===== src/rtl/hexdisplay_ctrl_if.sv =====
// hexdisplay_ctrl_if: data/strobe bundle between the board top level and the
// seven-segment source controller.
//   pc_in       CPU PC monitor value
//   kbd_data    keyboard byte, qualified by kbd_strobe (1-cycle pulse)
//   uart_data   UART byte, qualified by uart_strobe (1-cycle pulse)
//   digits      16-bit value for the four digit instances ([3:0] = HEX0)
//   latch       digit instances load digits on an edge where latch is 1
//   mode        current source select
//   mode_led    one-hot copy of mode
// slave = controller side, master = source/display side.
interface hexdisplay_ctrl_if;
  logic [15:0] pc_in;
  logic [7:0]  kbd_data;
  logic        kbd_strobe;
  logic [7:0]  uart_data;
  logic        uart_strobe;
  logic [15:0] digits;
  logic        latch;
  logic [1:0]  mode;
  logic [3:0]  mode_led;

  modport slave (
    input  pc_in, kbd_data, kbd_strobe, uart_data, uart_strobe,
    output digits, latch, mode, mode_led
  );

  modport master (
    output pc_in, kbd_data, kbd_strobe, uart_data, uart_strobe,
    input  digits, latch, mode, mode_led
  );
endinterface


===== src/rtl/hexdisplay_ctrl.sv =====
// hexdisplay_ctrl: picks the value shown on the four-digit seven-segment
// readout (live PC, periodically sampled PC, last keyboard byte, last UART
// byte) and generates the latch qualifier for the digit instances. A
// debounced active-low push-button cycles the source.
// Ports:
//   clk25   25 MHz system clock
//   rst_n   asynchronous active-low reset
//   btn_n   raw mode button, active-low, asynchronous to clk25
//   bus     hexdisplay_ctrl_if.slave (sources in, digits/latch/mode out)
// All outputs are registered.
module hexdisplay_ctrl #(
  parameter int DEBOUNCE_CYCLES = 250000,
  parameter int SAMPLE_CYCLES   = 2500000
) (
  input  logic               clk25,
  input  logic               rst_n,
  input  logic               btn_n,
  hexdisplay_ctrl_if.slave   bus
);

  localparam int DW = (DEBOUNCE_CYCLES > 1) ? $clog2(DEBOUNCE_CYCLES) : 1;
  localparam int SW = $clog2(SAMPLE_CYCLES);

  typedef enum logic [1:0] {
    PC_LIVE    = 2'd0,
    PC_SAMPLED = 2'd1,
    KBD        = 2'd2,
    UART       = 2'd3
  } mode_e;

  // button path
  logic [1:0]    r_sync;
  logic          r_btn_acc;
  logic [DW-1:0] r_db_cnt;
  logic          w_db_diff;
  logic          w_db_done;
  logic          w_press;

  // mode FSM
  mode_e         r_mode;
  mode_e         w_mode_nxt;
  logic          r_chg;

  // captures
  logic [7:0]    r_kbd_last;
  logic [7:0]    r_kbd_cnt;
  logic [7:0]    r_uart_last;
  logic [7:0]    r_uart_cnt;
  logic          r_kbd_hit;
  logic          r_uart_hit;

  // sampler and outputs
  logic [SW-1:0] r_samp;
  logic          w_samp_end;
  logic [15:0]   w_src;
  logic          w_latch;
  logic [15:0]   r_digits;
  logic          r_latch;
  logic [3:0]    r_mode_led;

  // ---------------- button synchronizer + debounce ----------------
  // The counter only runs while the synchronized level differs from the
  // accepted one; a bounce back to the accepted level restarts it.
  assign w_db_diff = (r_sync[1] != r_btn_acc);
  assign w_db_done = w_db_diff && (r_db_cnt == DW'(DEBOUNCE_CYCLES - 1));
  assign w_press   = w_db_done && !r_sync[1];

  always_ff @(posedge clk25 or negedge rst_n) begin
    if (!rst_n) begin
      r_sync    <= 2'b11;
      r_btn_acc <= 1'b1;
      r_db_cnt  <= '0;
    end else begin
      r_sync <= {r_sync[0], btn_n};
      if (!w_db_diff || w_db_done) r_db_cnt <= '0;
      else                         r_db_cnt <= r_db_cnt + 1'b1;
      if (w_db_done) r_btn_acc <= r_sync[1];
    end
  end

  // ---------------- mode FSM ----------------
  always_ff @(posedge clk25 or negedge rst_n) begin
    if (!rst_n) begin
      r_mode     <= PC_LIVE;
      r_mode_led <= 4'b0001;
      r_chg      <= 1'b0;
    end else begin
      r_mode     <= w_mode_nxt;
      r_mode_led <= 4'b0001 << w_mode_nxt;
      r_chg      <= w_press;   // change pulse goes out one edge after mode moves
    end
  end

  always_comb begin
    w_mode_nxt = r_mode;
    if (w_press) begin
      case (r_mode)
        PC_LIVE:    w_mode_nxt = PC_SAMPLED;
        PC_SAMPLED: w_mode_nxt = KBD;
        KBD:        w_mode_nxt = UART;
        UART:       w_mode_nxt = PC_LIVE;
        default:    w_mode_nxt = PC_LIVE;
      endcase
    end
  end

  // ---------------- byte captures (run in every mode) ----------------
  always_ff @(posedge clk25 or negedge rst_n) begin
    if (!rst_n) begin
      r_kbd_last  <= 8'h00;
      r_kbd_cnt   <= 8'h00;
      r_uart_last <= 8'h00;
      r_uart_cnt  <= 8'h00;
      r_kbd_hit   <= 1'b0;
      r_uart_hit  <= 1'b0;
    end else begin
      r_kbd_hit  <= bus.kbd_strobe;
      r_uart_hit <= bus.uart_strobe;
      if (bus.kbd_strobe) begin
        r_kbd_last <= bus.kbd_data;
        r_kbd_cnt  <= r_kbd_cnt + 8'd1;
      end
      if (bus.uart_strobe) begin
        r_uart_last <= bus.uart_data;
        r_uart_cnt  <= r_uart_cnt + 8'd1;
      end
    end
  end

  // ---------------- sample counter ----------------
  // Cleared on the mode-change edge and on the change-pulse edge, so the
  // periodic pulses run SAMPLE_CYCLES apart starting from the change pulse.
  assign w_samp_end = (r_mode == PC_SAMPLED) && (r_samp == SW'(SAMPLE_CYCLES - 1));

  always_ff @(posedge clk25 or negedge rst_n) begin
    if (!rst_n)                                           r_samp <= '0;
    else if (w_press || r_chg || r_mode != PC_SAMPLED)    r_samp <= '0;
    else if (w_samp_end)                                  r_samp <= '0;
    else                                                  r_samp <= r_samp + 1'b1;
  end

  // ---------------- source select and latch ----------------
  // Sources come from the capture registers, so a strobe at edge N is
  // displayed (with its incremented count) at edge N+1.
  always_comb begin
    w_latch = r_chg;
    w_src   = bus.pc_in;
    case (r_mode)
      PC_LIVE:    w_latch = 1'b1;
      PC_SAMPLED: if (w_samp_end) w_latch = 1'b1;
      KBD: begin
        w_src = {r_kbd_cnt, r_kbd_last};
        if (r_kbd_hit) w_latch = 1'b1;
      end
      UART: begin
        w_src = {r_uart_cnt, r_uart_last};
        if (r_uart_hit) w_latch = 1'b1;
      end
      default: w_latch = r_chg;
    endcase
  end

  always_ff @(posedge clk25 or negedge rst_n) begin
    if (!rst_n) begin
      r_digits <= 16'h0000;
      r_latch  <= 1'b0;
    end else begin
      r_latch <= w_latch;
      if (w_latch) r_digits <= w_src;
    end
  end

  assign bus.digits   = r_digits;
  assign bus.latch    = r_latch;
  assign bus.mode     = r_mode;
  assign bus.mode_led = r_mode_led;

endmodule

===== src/flat_wrapper.sv =====
// flat-port wrapper written by rule: the top's interface ports become plain ports
module hexdisplay_ctrl_flat 
#(
  parameter int DEBOUNCE_CYCLES = 250000,
  parameter int SAMPLE_CYCLES   = 2500000
)
  (clk25, rst_n, btn_n, bus_pc_in, bus_kbd_data, bus_kbd_strobe, bus_uart_data, bus_uart_strobe, bus_digits, bus_latch, bus_mode, bus_mode_led);
  hexdisplay_ctrl_if bus_i ();
  input  logic clk25;
  input  logic rst_n;
  input  logic btn_n;
  input wire logic [$bits(bus_i.pc_in)-1:0] bus_pc_in;
  input wire logic [$bits(bus_i.kbd_data)-1:0] bus_kbd_data;
  input wire logic [$bits(bus_i.kbd_strobe)-1:0] bus_kbd_strobe;
  input wire logic [$bits(bus_i.uart_data)-1:0] bus_uart_data;
  input wire logic [$bits(bus_i.uart_strobe)-1:0] bus_uart_strobe;
  output wire logic [$bits(bus_i.digits)-1:0] bus_digits;
  output wire logic [$bits(bus_i.latch)-1:0] bus_latch;
  output wire logic [$bits(bus_i.mode)-1:0] bus_mode;
  output wire logic [$bits(bus_i.mode_led)-1:0] bus_mode_led;
  assign bus_i.pc_in = bus_pc_in;
  assign bus_i.kbd_data = bus_kbd_data;
  assign bus_i.kbd_strobe = bus_kbd_strobe;
  assign bus_i.uart_data = bus_uart_data;
  assign bus_i.uart_strobe = bus_uart_strobe;
  assign bus_digits = bus_i.digits;
  assign bus_latch = bus_i.latch;
  assign bus_mode = bus_i.mode;
  assign bus_mode_led = bus_i.mode_led;
  hexdisplay_ctrl #(.DEBOUNCE_CYCLES(DEBOUNCE_CYCLES), .SAMPLE_CYCLES(SAMPLE_CYCLES)) u_core (.clk25(clk25), .rst_n(rst_n), .btn_n(btn_n), .bus(bus_i));
endmodule

===== config.mk =====
export PLATFORM = sky130hd
export DESIGN_NAME = hexdisplay_ctrl_flat
export DESIGN_NICKNAME = d
export VERILOG_FILES = /design/src/rtl/hexdisplay_ctrl_if.sv /design/src/rtl/hexdisplay_ctrl.sv /design/src/flat_wrapper.sv
export SDC_FILE = /design/constraint.sdc
export NUM_CORES = 1
export LEC_CHECK = 0
export CELL_PAD_IN_SITES_DETAIL_PLACEMENT = 1
export CELL_PAD_IN_SITES_GLOBAL_PLACEMENT = 2
export CORE_MARGIN = 1.5
export CORE_UTILIZATION = 40
export CTS_BUF_LIST = sky130_fd_sc_hd__clkbuf_2 sky130_fd_sc_hd__clkbuf_4 sky130_fd_sc_hd__clkbuf_8
export CTS_CLUSTER_SIZE = 25
export DETAILED_ROUTE_END_ITERATION = 8
export GPL_ROUTABILITY_DRIVEN = 1
export GPL_TIMING_DRIVEN = 0
export PLACE_DENSITY = 0.95
export SLEW_MARGIN = 5
export SYNTH_ARGS = -nofsm -noshare
export SYNTH_HDL_FRONTEND = slang
export SYNTH_SLANG_ARGS = --single-unit
export TNS_END_PERCENT = 20

===== constraint.sdc =====
create_clock -name clk25 -period 4.2 [get_ports clk25]
set_input_delay 0.84 -clock clk25 [delete_from_list [all_inputs] [get_ports clk25]]
set_output_delay 0.84 -clock clk25 [all_outputs]
set_load 0.02 [all_outputs]

==> results.txt <==
----------------------------------------------------
[Clock network]
  Clock tree root driver cell ... sky130_fd_sc_hd__clkbuf_8
  TritonCTS clock tree ... yes
  Total of cells resized after clock tree synthesis ... 0
  Number of post-CTS setup repair buffers ... 0
  CTS Hold Buffers Added ... 0
  Clock Tree Buf Depth ... 2
  Reg clk slew, reported paths ... 0.10 ns
  TritonCTS Buffers ... 9
  Number of levels in the clock H-tree ... 3
  Clock sink total ... 101
  Source-to-sink clock delay at the later pin of the worst-skew pair ... 0.39 ns

[Power]
  Total power density per cell area ... 349.0 nW/um^2
  Peak supply drop ... 0.2693 mV
  Leakage ... 0.002321 uW

[Floorplanning]
  Number of rows in the core area ... 39
  Count of pins on the block boundary ... 60
  Starting density of the core ... 0.4124
  Vertical die dimension ... 111.7 microns
  Floorplan die area ... 12,480 sq um
  Area of the placeable core ... 11,470 sq um
  Die width ... 111.7 microns

[Synthesis]
  Post-synthesis sequential area ratio ... 0.5354
  Instance count of the mapped netlist ... 433
  Seq cells post-synth ... 101
  Synth Warn # ... 0
  Cell area after synthesis ... 4730 sq um
  Number of distinct standard cells referenced by the synthesized netlist ... 39
  Avg Cell Area, Syn ... 10.92 sq um
  Mapped Nets ... 479

[STA]
  Count of final setup violators ... 0
  Final period demand of the worst path ... 3.004 ns
  Post-Route Hold Slack ... 0.3517 ns
  Fin Clk Skew ... 0.01171 ns
  Highest Clock Rate ... 332.9 MHz
  Slew Limit Fails ... 0
  Final worst-path setup slack ... 1.196 ns
  Relative slew slack ... 0.5371
  Final-report hold violation count ... 0
  Fin crit share ... 0.7152
  Setup total negative slack ... 0 ns
  Worst Max-Slew Pin Slew ... 0.6944 ns
  Setup repair after global routing missed its margin ... no

[Routing]
  Number of DRC violations after detailed routing ... 0
  First DRT Iteration DRCs ... 155
  Number of routed nets with antenna violations ... 0
  Wire length per cell after detailed routing ... 17.52 microns
  Number of search-and-repair iterations in the first detailed-routing pass ... 4
  Total routed wirelength ... 11.42 mm
  Average via count per standard cell ... 5.454
  DR vias ... 3,556

[Worst setup path]
  Data arrival time of the critical path ... 3.27 ns
  RR Startpoint ... u_core.bus.mode[1]
  Beginning of the critical path ... u_core.bus.mode[1]
  Critical path fanouts, max ... 10
  Kind of start point of the critical path ... register
  Required @ worst endpoint ... 4.47 ns
  Worst Path Class, Setup ... reg -> reg
  Endpoint kind of the worst setup timing path ... register

[Cells and area]
  Proportion of layout cells with a drive suffix above 1 ... 0.1356
  Ant diodes ... 0
  Area growth syn-to-layout ... 20.53%
  Number of nets in the layout ... 550
  Most frequent cells in the layout ... sky130_fd_sc_hd__dfrtp_1 (97), sky130_fd_sc_hd__clkdlybuf4s50_1 (58), sky130_fd_sc_hd__nand2_1 (57)
  Leading cell type in the layout, fill and taps excluded ... sky130_fd_sc_hd__dfrtp_1

[Placement]
  Count of input and output buffers ... 59
  Final estimated routing congestion in global placement ... 0.7685
  Post-placement setup slack ... 1.182 ns
  Final HPWL DP ... 8.189 mm

[GRT]
  First-pass GRT wire length ... 19.51 mm
  Via count of the first global-routing pass ... 3,929
  Global routing usage summed across all routing layers ... 0.1966
  Maximum number of pins on one net before global-route repair ... 53
  Total overflow reported by the global router ... 0
  Number of antenna violations at the first check in global routing ... 0

[Outcome]
  Result of the run ... finished, final reports clean

[Hold path]
  Hold_sp ... u_core.r_sync[0]
  Class of the most critical hold timing path ... reg -> reg

[Run]
  Max-cap viol count ... 0

----------------------------------------------------
-- critical path: stages (launching register included) --
cell                      delay [ns]
sky130_fd_sc_hd__dfrtp_1        0.48
sky130_fd_sc_hd__ha_1           0.22
sky130_fd_sc_hd__buf_2          0.19
sky130_fd_sc_hd__nor2_1         0.54
sky130_fd_sc_hd__nand4_1        0.19
sky130_fd_sc_hd__o21ai_2        0.52
sky130_fd_sc_hd__buf_2          0.37
sky130_fd_sc_hd__mux2_2         0.37
-- through the flow --
step	instance area [sq um]	instances	util	power (uW)
2_1_floorplan	4730	433	-	1298
3_3_place_gp	5499	635	0.4795	1402
3_5_place_dp	5524	636	0.4817	1428
4_1_cts	5700	652	0.4971	2019
5_1_grt	5700	652	0.4971	2096
6_report	5700	652	0.4971	1989
-- flip-flops by register name, summed over array words and instances, names as in the netlist --
| name | cells |
|---|---|
| u_core.r_kbd_cnt | 8 |
| u_core.bus.mode | 2 |
| u_core.bus.digits | 16 |
| u_core.bus.mode_led | 4 |
| u_core.r_uart_last | 8 |
| u_core.r_samp | 22 |
| u_core.r_btn_acc | 1 |
| u_core.bus.latch | 1 |
| u_core.r_kbd_hit | 1 |
| u_core.r_sync | 2 |
| u_core.r_uart_cnt | 8 |
| u_core.r_kbd_last | 8 |
| u_core.r_chg | 1 |
| u_core.r_uart_hit | 1 |
| u_core.r_db_cnt | 18 |
-- final timing paths --
path                                         endpoint  slack [ns]  depth (start not counted)
worst max-delay path            u_core.bus.digits[12]        1.20                          7
worst min-delay path                 u_core.r_sync[1]        0.35                          0
worst min register to register       u_core.r_sync[1]        0.35                          0
max in group asynchronous            u_core.r_btn_acc        2.98                          2
min in group asynchronous         u_core.r_db_cnt[14]        0.48                          1
worst max register to register  u_core.bus.digits[12]        1.20                          7
-- power breakdown --
group	total (uW)	switching [uW]	internal [uW]
Combinational	241	106	135
Sequential	1170	102	1070
Clock	580	349	231
Total	1990	557	1430
-- cells by family after synthesis --
logic type / count (synthesis) / share of synthesized area
AOI/OAI and AO/OA: 48 / 0.06693
buffers and inverters: 24 / 0.02142
muxes: 41 / 0.09683
adders and majority gates: 9 / 0.02381
xor gates and xnor gates: 38 / 0.07037
and+or+nand+nor: 172 / 0.1852
DFF: 101 / 0.5354
-- area by class of cell --
type,count,area (sq um)
sequential,101,2532
inverter,6,22.52
clock buffer,11,138.9
multi-input combinational,308,2096
timing repair buffer,60,615.6
tap,143,178.9
buffer,18,78.83
fill,1242,5767
clock inverter,5,37.54
-- routing by layer --
layer  up-vias  routed length, microns  track usage
li1       1677                       -            -
met2        62                    5759       0.3264
met4         0                     152      0.06076
met1      1801                    5042       0.2487
met5         -                       0            0
met3        16                     467      0.05770
-- cell usage after synthesis --
cell type | n | area, sq um
sky130_fd_sc_hd__and4b_1 | 1 | 10.01
sky130_fd_sc_hd__nor4_1 | 4 | 25.02
sky130_fd_sc_hd__dfstp_2 | 4 | 105.1
sky130_fd_sc_hd__o21ai_2 | 2 | 17.52
sky130_fd_sc_hd__nand3_1 | 15 | 75.07
sky130_fd_sc_hd__a211oi_1 | 8 | 60.06
sky130_fd_sc_hd__nand2_1 | 57 | 214.0
sky130_fd_sc_hd__a211o_1 | 1 | 8.760
sky130_fd_sc_hd__dfrtp_1 | 97 | 2427
sky130_fd_sc_hd__buf_2 | 3 | 15.01
sky130_fd_sc_hd__and3_1 | 5 | 31.28
sky130_fd_sc_hd__ha_1 | 9 | 112.6
sky130_fd_sc_hd__xor2_1 | 17 | 148.9
sky130_fd_sc_hd__buf_1 | 1 | 3.750
sky130_fd_sc_hd__buf_4 | 2 | 15.01
sky130_fd_sc_hd__nor2_1 | 25 | 93.84
sky130_fd_sc_hd__nor3_1 | 18 | 90.09
sky130_fd_sc_hd__or3b_1 | 1 | 8.760
sky130_fd_sc_hd__and2_1 | 2 | 12.51
sky130_fd_sc_hd__and4_1 | 4 | 35.03
sky130_fd_sc_hd__nor3_4 | 1 | 16.27
sky130_fd_sc_hd__nand4_1 | 16 | 100.1
sky130_fd_sc_hd__inv_1 | 6 | 22.52
sky130_fd_sc_hd__a22oi_1 | 16 | 120.1
sky130_fd_sc_hd__xnor2_1 | 21 | 183.9
sky130_fd_sc_hd__mux2i_1 | 3 | 30.03
sky130_fd_sc_hd__a21oi_1 | 6 | 30.03
sky130_fd_sc_hd__nor4b_1 | 1 | 8.760
sky130_fd_sc_hd__or4_1 | 6 | 45.04
sky130_fd_sc_hd__nor2b_1 | 1 | 6.260
sky130_fd_sc_hd__or3_1 | 11 | 68.82
sky130_fd_sc_hd__o21ai_0 | 13 | 65.06
sky130_fd_sc_hd__nand2b_1 | 1 | 6.260
sky130_fd_sc_hd__mux2_2 | 38 | 427.9
sky130_fd_sc_hd__nor3b_1 | 1 | 7.510
sky130_fd_sc_hd__o31ai_1 | 2 | 15.01
sky130_fd_sc_hd__or3_4 | 1 | 11.26
sky130_fd_sc_hd__nor4bb_1 | 1 | 10.01
sky130_fd_sc_hd__clkbuf_1 | 12 | 45.04
Power figures use the tool's default switching activity.
